==> src/rtl/ysyx_23060187_ifu.sv <==
// ----------------------------------------------------------------------------
// ysyx_23060187_ifu -- instruction fetch unit
//
// Issues one instruction-memory request at a time. It waits for the response,
// then holds the fetched word for the decoder until the decoder accepts it.
// A redirect from execute (jal/jalr/taken branch) replaces the fetch PC. Any
// request already accepted by memory when the redirect arrives is dropped.
//
// Parameters
//   RESET_PC        first fetch address after reset
//
// Ports
//   clk             single clock, rising edge
//   rst_n           asynchronous active-low reset
//   imem_req_valid  fetch request present (REQ state)
//   imem_req_addr   word-aligned fetch address
//   imem_req_ready  memory accepts the request this cycle
//   imem_rsp_valid  instruction word returned
//   imem_rsp_data   returned instruction word
//   redirect_valid  control-flow change from execute
//   redirect_pc     redirect target (low two bits ignored)
//   inst_valid      instruction presented to the decoder
//   inst_ready      decoder consumes the instruction this cycle
//   inst, inst_pc   instruction word and its address
//   opcode/fun3/fun7 fields inst[6:0], inst[14:12], inst[31:25]
//   fetch_cnt       number of instructions handed to the decoder (wraps)
// ----------------------------------------------------------------------------
module ysyx_23060187_ifu #(
  parameter logic [31:0] RESET_PC = 32'h8000_0000
) (
  input  logic        clk,
  input  logic        rst_n,
  output logic        imem_req_valid,
  output logic [31:0] imem_req_addr,
  input  logic        imem_req_ready,
  input  logic        imem_rsp_valid,
  input  logic [31:0] imem_rsp_data,
  input  logic        redirect_valid,
  input  logic [31:0] redirect_pc,
  output logic        inst_valid,
  input  logic        inst_ready,
  output logic [31:0] inst,
  output logic [31:0] inst_pc,
  output logic [6:0]  opcode,
  output logic [2:0]  fun3,
  output logic [6:0]  fun7,
  output logic [31:0] fetch_cnt
);

  typedef enum logic [1:0] {
    S_REQ  = 2'd0,
    S_WAIT = 2'd1,
    S_OUT  = 2'd2
  } state_t;

  localparam logic [31:0] RESET_PC_ALIGNED = {RESET_PC[31:2], 2'b00};

  state_t      r_state;
  logic [31:0] r_pc;
  logic        r_drop;
  logic        r_inst_valid;
  logic [31:0] r_inst;
  logic [31:0] r_inst_pc;
  logic [31:0] r_fetch_cnt;

  logic [31:0] w_redirect_pc;
  logic [31:0] w_seq_pc;
  logic        w_unused;

  // r_pc is only ever loaded with aligned values, so it can drive the
  // request address directly.
  assign w_redirect_pc = {redirect_pc[31:2], 2'b00};
  assign w_seq_pc      = r_inst_pc + 32'd4;
  assign w_unused      = ^redirect_pc[1:0];

  always_ff @(posedge clk or negedge rst_n) begin
    if (!rst_n) begin
      r_state      <= S_REQ;
      r_pc         <= RESET_PC_ALIGNED;
      r_drop       <= 1'b0;
      r_inst_valid <= 1'b0;
      r_inst       <= 32'd0;
      r_inst_pc    <= 32'd0;
      r_fetch_cnt  <= 32'd0;
    end else begin
      case (r_state)
        S_REQ: begin
          if (redirect_valid) begin
            r_pc <= w_redirect_pc;
            // Memory took the old address this cycle. Its response must be
            // swallowed before the redirected fetch can go out.
            if (imem_req_ready) begin
              r_drop  <= 1'b1;
              r_state <= S_WAIT;
            end
          end else if (imem_req_ready) begin
            r_state <= S_WAIT;
          end
        end

        S_WAIT: begin
          if (redirect_valid) begin
            r_pc <= w_redirect_pc;
            // A response in the same cycle closes the outstanding request,
            // so nothing is left to drop. Otherwise remember to drop it.
            if (imem_rsp_valid) begin
              r_drop  <= 1'b0;
              r_state <= S_REQ;
            end else begin
              r_drop  <= 1'b1;
            end
          end else if (imem_rsp_valid) begin
            if (r_drop) begin
              r_drop  <= 1'b0;
              r_state <= S_REQ;
            end else begin
              r_inst       <= imem_rsp_data;
              r_inst_pc    <= r_pc;
              r_inst_valid <= 1'b1;
              r_state      <= S_OUT;
            end
          end
        end

        S_OUT: begin
          // A redirect takes priority over a decoder handshake in the same
          // cycle. The instruction was on the wrong path, so it is not counted.
          if (redirect_valid) begin
            r_pc         <= w_redirect_pc;
            r_inst_valid <= 1'b0;
            r_state      <= S_REQ;
          end else if (inst_ready) begin
            r_pc         <= w_seq_pc;
            r_fetch_cnt  <= r_fetch_cnt + 32'd1;
            r_inst_valid <= 1'b0;
            r_state      <= S_REQ;
          end
        end

        default: begin
          r_inst_valid <= 1'b0;
          r_state      <= S_REQ;
        end
      endcase
    end
  end

  assign imem_req_valid = (r_state == S_REQ);
  assign imem_req_addr  = r_pc;
  assign inst_valid     = r_inst_valid;
  assign inst           = r_inst;
  assign inst_pc        = r_inst_pc;
  assign opcode         = r_inst[6:0];
  assign fun3           = r_inst[14:12];
  assign fun7           = r_inst[31:25];
  assign fetch_cnt      = r_fetch_cnt;

endmodule

==> config.mk <==
export PLATFORM = sky130hd
export DESIGN_NAME = ysyx_23060187_ifu
export DESIGN_NICKNAME = d
export VERILOG_FILES = /design/src/rtl/ysyx_23060187_ifu.sv
export SDC_FILE = /design/constraint.sdc
export NUM_CORES = 1
export LEC_CHECK = 0
export ABC_AREA = 1
export CAP_MARGIN = 20
export CORE_MARGIN = 2
export CORE_UTILIZATION = 49
export CTS_BUF_LIST = sky130_fd_sc_hd__clkbuf_2 sky130_fd_sc_hd__clkbuf_4 sky130_fd_sc_hd__clkbuf_8
export DETAILED_ROUTE_END_ITERATION = 16
export GPL_ROUTABILITY_DRIVEN = 1
export PLACE_DENSITY_LB_ADDON = 0.2
export REMOVE_ABC_BUFFERS = 1
export SLEW_MARGIN = 20
export SYNTH_ARGS = -nofsm -noshare
export SYNTH_HDL_FRONTEND = slang
export SYNTH_SLANG_ARGS = --single-unit
==> constraint.sdc <==
create_clock -name clk -period 1.8 [get_ports clk]
set_input_delay 0.18 -clock clk [delete_from_list [all_inputs] [get_ports clk]]
set_output_delay 0.18 -clock clk [all_outputs]
set_load 0.02 [all_outputs]
---- Word level (Yosys, flattened, before mapping) ----
Cells that the tools add are included.
storage, ports and cells
  register bits ........................... 132
  output and inout bits ................... 147
operators by class
  add/subtract/negate cells ............... 2
  equality and inequality tests ........... 10
  multiplexer cells ....................... 24
  bitwise operators ....................... 3
  reductions and logical operators ........ 10
operators by type and width
  cell                     count
  $mux W32                 3
  $pmux W32 S2             1
  $add A32 B1 Y32 const B  1
  $add A32 B3 Y32 const B  1
  $mux W2                  7
  $mux W1                  10
  $reduce_and A3 Y1        3
  $reduce_and A4 Y1        2
  $ne A2 B1 Y1 const B     3
  $ne A2 B2 Y1 const B     3
  $ne A3 B3 Y1 const B     2
  $pmux W2 S3              1
  $reduce_and A5 Y1        1
  $reduce_bool A2 Y1       2
  $not A1 Y1               3
  $pmux W1 S3              1
  $eq A2 B1 Y1 const B     1
  $eq A2 B2 Y1 const B     1
  $logic_not A2 Y1         1
  $pmux W1 S2              1
  $reduce_or A2 Y1         1

---- Logic depth before layout (Yosys ltp) ----
  word-level depth ........................ 4
  gate-level depth with buffers ........... 10
  mapped depth without buffers ............ 10

---- Least setup slack after synthesis ----
No wires, ideal clock.
  kind .................................... flip-flop to flip-flop
  start point ............................. register r_inst_pc[2] (netlist: inst_pc[2])
  end point ............................... register r_pc[28] (netlist: imem_req_addr[28])
  library setup time ...................... 0.116 ns
  arrival ................................. 1.589 ns
  required time ........................... 1.684 ns
  slack ................................... 0.094 ns
  stages on the path, launching flop included .. 11
  path buffers ............................ 0
  clock period less this slack ............ 1.706 ns
  cell sequence ........................... dfrtp_1 ha_1 nand2_1 nor2_1 nand2_1 nor2_1 nand2_1 nand2_1 nand3_1 nand2_1 nand2_1
on the way
  cells in the longest elaborated chain, start to end .. 4
ends and longest elaborated chain
  element                 RTL line  source
  from (decl)             63        logic [31:0] r_inst_pc;
  from (signal assigned)  118       r_inst_pc <= r_pc;
  $add A32 B3 Y32         73        assign w_seq_pc = r_inst_pc + 32'd4;
  $mux W32                132       end else if (inst_ready) begin
  $mux W32                128       if (redirect_valid) begin
  $pmux W32 S2            86        case (r_state)
  to (signal assigned)    89        r_pc <= w_redirect_pc;
  to (signal assigned)    129       r_pc <= w_redirect_pc;
  to (signal assigned)    133       r_pc <= w_seq_pc;
  to (decl)               59        logic [31:0] r_pc;
No other way between the ends. The select of a mux whose other input is x is not followed.
A chain may end at the register's enable or synchronous reset.

---- Worst setup path after layout ----
  start point ............................. register r_inst_pc[23] (netlist: inst_pc[23])
  end point ............................... output inst_pc[23]
RTL lines
  element    RTL line  source
  to (decl)  43        output logic [31:0] inst_pc,
No word-level cell between the ends.

==> summary.md <==
| Metric | Value |
|---|---|
| Post-synthesis mux area share | 0% |
| Max-slew headroom | a little under three quarters |
| CP max-delay cell | clkdlybuf4s50_1 |
| Die area | about 15000 µm² |
| Critical path capture point type | primary output |
| Port Buffers | 214 |
| Setup CP Type | reg -> out |
| CTS tree | yes |
| Power Dens Cells | approximately 1500 nW/µm² |
| Adder-Cell Fraction of Synth Area | 0.3598% |
| Gate Count Post-Synth | 952 |
| Share of total power in the clock network | 15.9% |
| Nets | between 1000 and 1500 |
| Synth area leaders | dfrtp_1, nand2_1, nor2_1, nand3_1, inv_1 |
| First-pass GRT wire length | about 31 mm |
| P_sw | 6.406 mW |
| Setup violators final | 0 |
| Worst EP arrival | 1580 ps |
| Status | completed |
| DR WL/cell | 14.49 µm |
| Clock root cell | clkbuf_8 |
| # fillers | 1184 |
| Area growth syn-to-layout | 41.18% |
| Post-synth EDFFs | 0 |
| Synth warnings | 0 |
| Main synth FF type | dfrtp_1 |
| Cell Int Power | 8.467 mW |
| Gr ovfl total | 0 |
| WL final | 19.81 mm |
| Setup WS pre-CTS | -54.79 ps |
| Worst Max-Slew Pin Slew | 424.4 ps |
| Antenna violations before repair | 0 |
| HPWL after detailed placement | roughly 14 mm |
| Clk_skew | ~12 ps |
| Post-Synth XOR/XNOR Area | 2.896% |
| Leading area contributor after synthesis | dfrtp_1 |
| LEAKAGE | about 4.5 nW |
| Buffers & Inverters on Critical Path | 1 |
| Worst setup SP type | register |
| Worst-path fanout max | 5 |
| #FFs+latches synth | 132 |
| DR pass1 iterations | 8 |
| Crit share post-route | 98.01% |
| DRT antenna net count | 0 |
| RSZ-0062 raised after global routing | false |
| Synth cell count leaders | nand2_1, nor2_1, dfrtp_1 |
| GRT Overall Usage | 26.58% |
| Sw frac | 43.07% |
| Most common cell in the netlist | nand2_1 |
| Async SR Flop Fraction | 100.0% |
| Family with the most delay on the worst path | buffers and inverters |
| Latest clock arrival within the worst-skew pair | 440 ps |
| Max VDD drop | 1.055 mV |
| Fin. Hold Viols | 0 |
| Final setup margin | 35.82 ps |
| Comb pwr share | between 40% and 50% |
| Clk buf depth | 2 |
| Vias in the first global route | around 6400 |
| 1st-iter DRT viols | 545 |
| HP Class | in -> async |
| Routability cong. | around 0.94 |
| Critical Path Max Stage Delay | 660 ps |
| Starting density of the core | roughly 50% |
| DRC viols | 0 |
| Htree depth | 4 |
| Final min period | 1764 ps |
| Crit path cell chain | clkdlybuf4s50_1 |
| Fin. max-slew vios | 0 |
| MaxCap Viol Count | 0 |
| Pin count of the biggest net entering global routing | ~60 |
| Post-Syn Area per Cell | 7.306 µm² |
| Top-Level Pins | 217 |
| Largest family of logic cells by synthesized area | simple AND/OR/NAND/NOR gates |
| Dpl cells | between 1000 and 1500 |
| Yosys cell types | 31 |
| Post-synthesis compound-gate area fraction | under 10% |
| Post-synthesis simple-gate area fraction | 34.88% |
| CTS Buf Count | 17 |
| Clk sinks | 132 |
| Core ar. | 13880 µm² |
| Non-Filler Instances | 1367 |
| Cell area after synthesis | 6955 µm² |
| Share of the synthesized area in the top cell type | 47.13% |
| Row count | 43 |
| Vias | between 6000 and 7000 |
| Critical Path RT | 1620 ps |
| Clk pin slew, worst setup/hold paths | 80 ps |
| Die width | 123.1 µm |
| Sequential power share | around a third |
| Fmax | 0.5668 GHz |
| Vias per std cell | 5.096 |
| Register area share after synthesis | 47.51% |
| Ant. Diodes | 0 |
| Die Y | around 120 µm |
| Layout cells sized above 1 | 7.077% |
-- logic make-up after synthesis --
family                   after synthesis
adder cells (fa/ha/maj)                2
AND/OR/NAND/NOR                      598
XOR/XNOR                              23
buffers and inverters                108
AO/OA/AOI/OAI                         89
flip-flops                           132
-- area by class of cell --
cell class | count | area, µm² | area share (%)
timing repair buffer | 251 | 2511 | 25.57
multi-input combinational | 712 | 3176 | 32.34
inverter | 60 | 225.2 | 2.294
tap | 180 | 225.2 | 2.294
clock inverter | 12 | 107.6 | 1.096
sequential | 132 | 3306 | 33.66
clock buffer | 20 | 269.0 | 2.740
-- state kept, by name, indices dropped and copies added (netlist names) --
name and count:
fetch_cnt 32, imem_req_addr 32, inst 32, inst_pc 32
inst_valid 1, r_drop 1, r_state 2
-- layer usage --
metal | vias to the layer above | routed length (µm) | GRT usage (%)
met5 | - | 0 | 0
met4 | 0 | 263 | 7.102
met3 | 24 | 1552 | 7.657
met2 | 240 | 9279 | 43.10
met1 | 3255 | 8715 | 34.96
li1 | 3447 | - | -
-- power by group through the flow --
stage,clock [mW],combinational [mW],sequential [mW]
finish,2.37,7.40,5.11
global route,2.53,8.03,5.24
CTS,2.42,7.44,5.09
detailed placement,0,7.43,5.11
global placement,0,7.31,5.11
floorplan,0,2.29,6.38
-- final timing paths --
kind                       slack (ps)  cells past startpoint              start                end
max reg2reg                       150                      8        inst_pc[10]  imem_req_addr[13]
min in group clk                  290                      3  imem_rsp_data[18]           inst[18]
min                               210                      2              rst_n        inst_pc[20]
max in group asynchronous         940                      3              rst_n            inst[8]
min reg2reg                       470                      2            inst[8]            inst[8]
max                                40                      1        inst_pc[23]        inst_pc[23]
-- cells in the final DEF (no fill, tap or decap), drive strengths merged --
cell type      count
nand2            358
clkdlybuf4s50    210
nor2             133
dfrtp            131
nand3             86
inv               59
o21ai             37
buf               37
a21oi             26
clkbuf            20
o21a              16
xnor2             13
xor2              10
nand3b             7
nand4              7
clkinvlp           6
clkinv             6
nor3               4
o22ai              3
o21bai             3
or2                2
a31oi              2
dlygate4sd2        2
ha                 2
nor3b              1
o211ai             1
a31o               1
bufinv             1
dlygate4sd3        1
dfstp              1
dlymetal6s2s       1
-- through the flow --
stage / utilization, % / TNS (ps) / area [µm²] / hold WS [ps] / power [mW]
finish: 70.74 / 0 / 9819 / 208.9 / 14.87
floorplan: - / -95000 / 6688 / -115.6 / 8.673
CTS: 70.64 / 0 / 9806 / 201.6 / 14.95
global placement: 67.87 / 0 / 9422 / 98.56 / 12.41
detailed placement: 67.87 / -69.72 / 9422 / 101.9 / 12.54
global route: 70.74 / 0 / 9819 / 245.8 / 15.80
-- timing repair --
item                                    4_1_cts  5_1_grt
cloned                                        0        0
hold buffers                                  1        0
setup buffers                                 0        0
hold endpoints to repair                     71        0
endpoints found under the setup margin        2       39
resized for setup                             2        7
No activity file was read; power rests on OpenSTA's default activity.
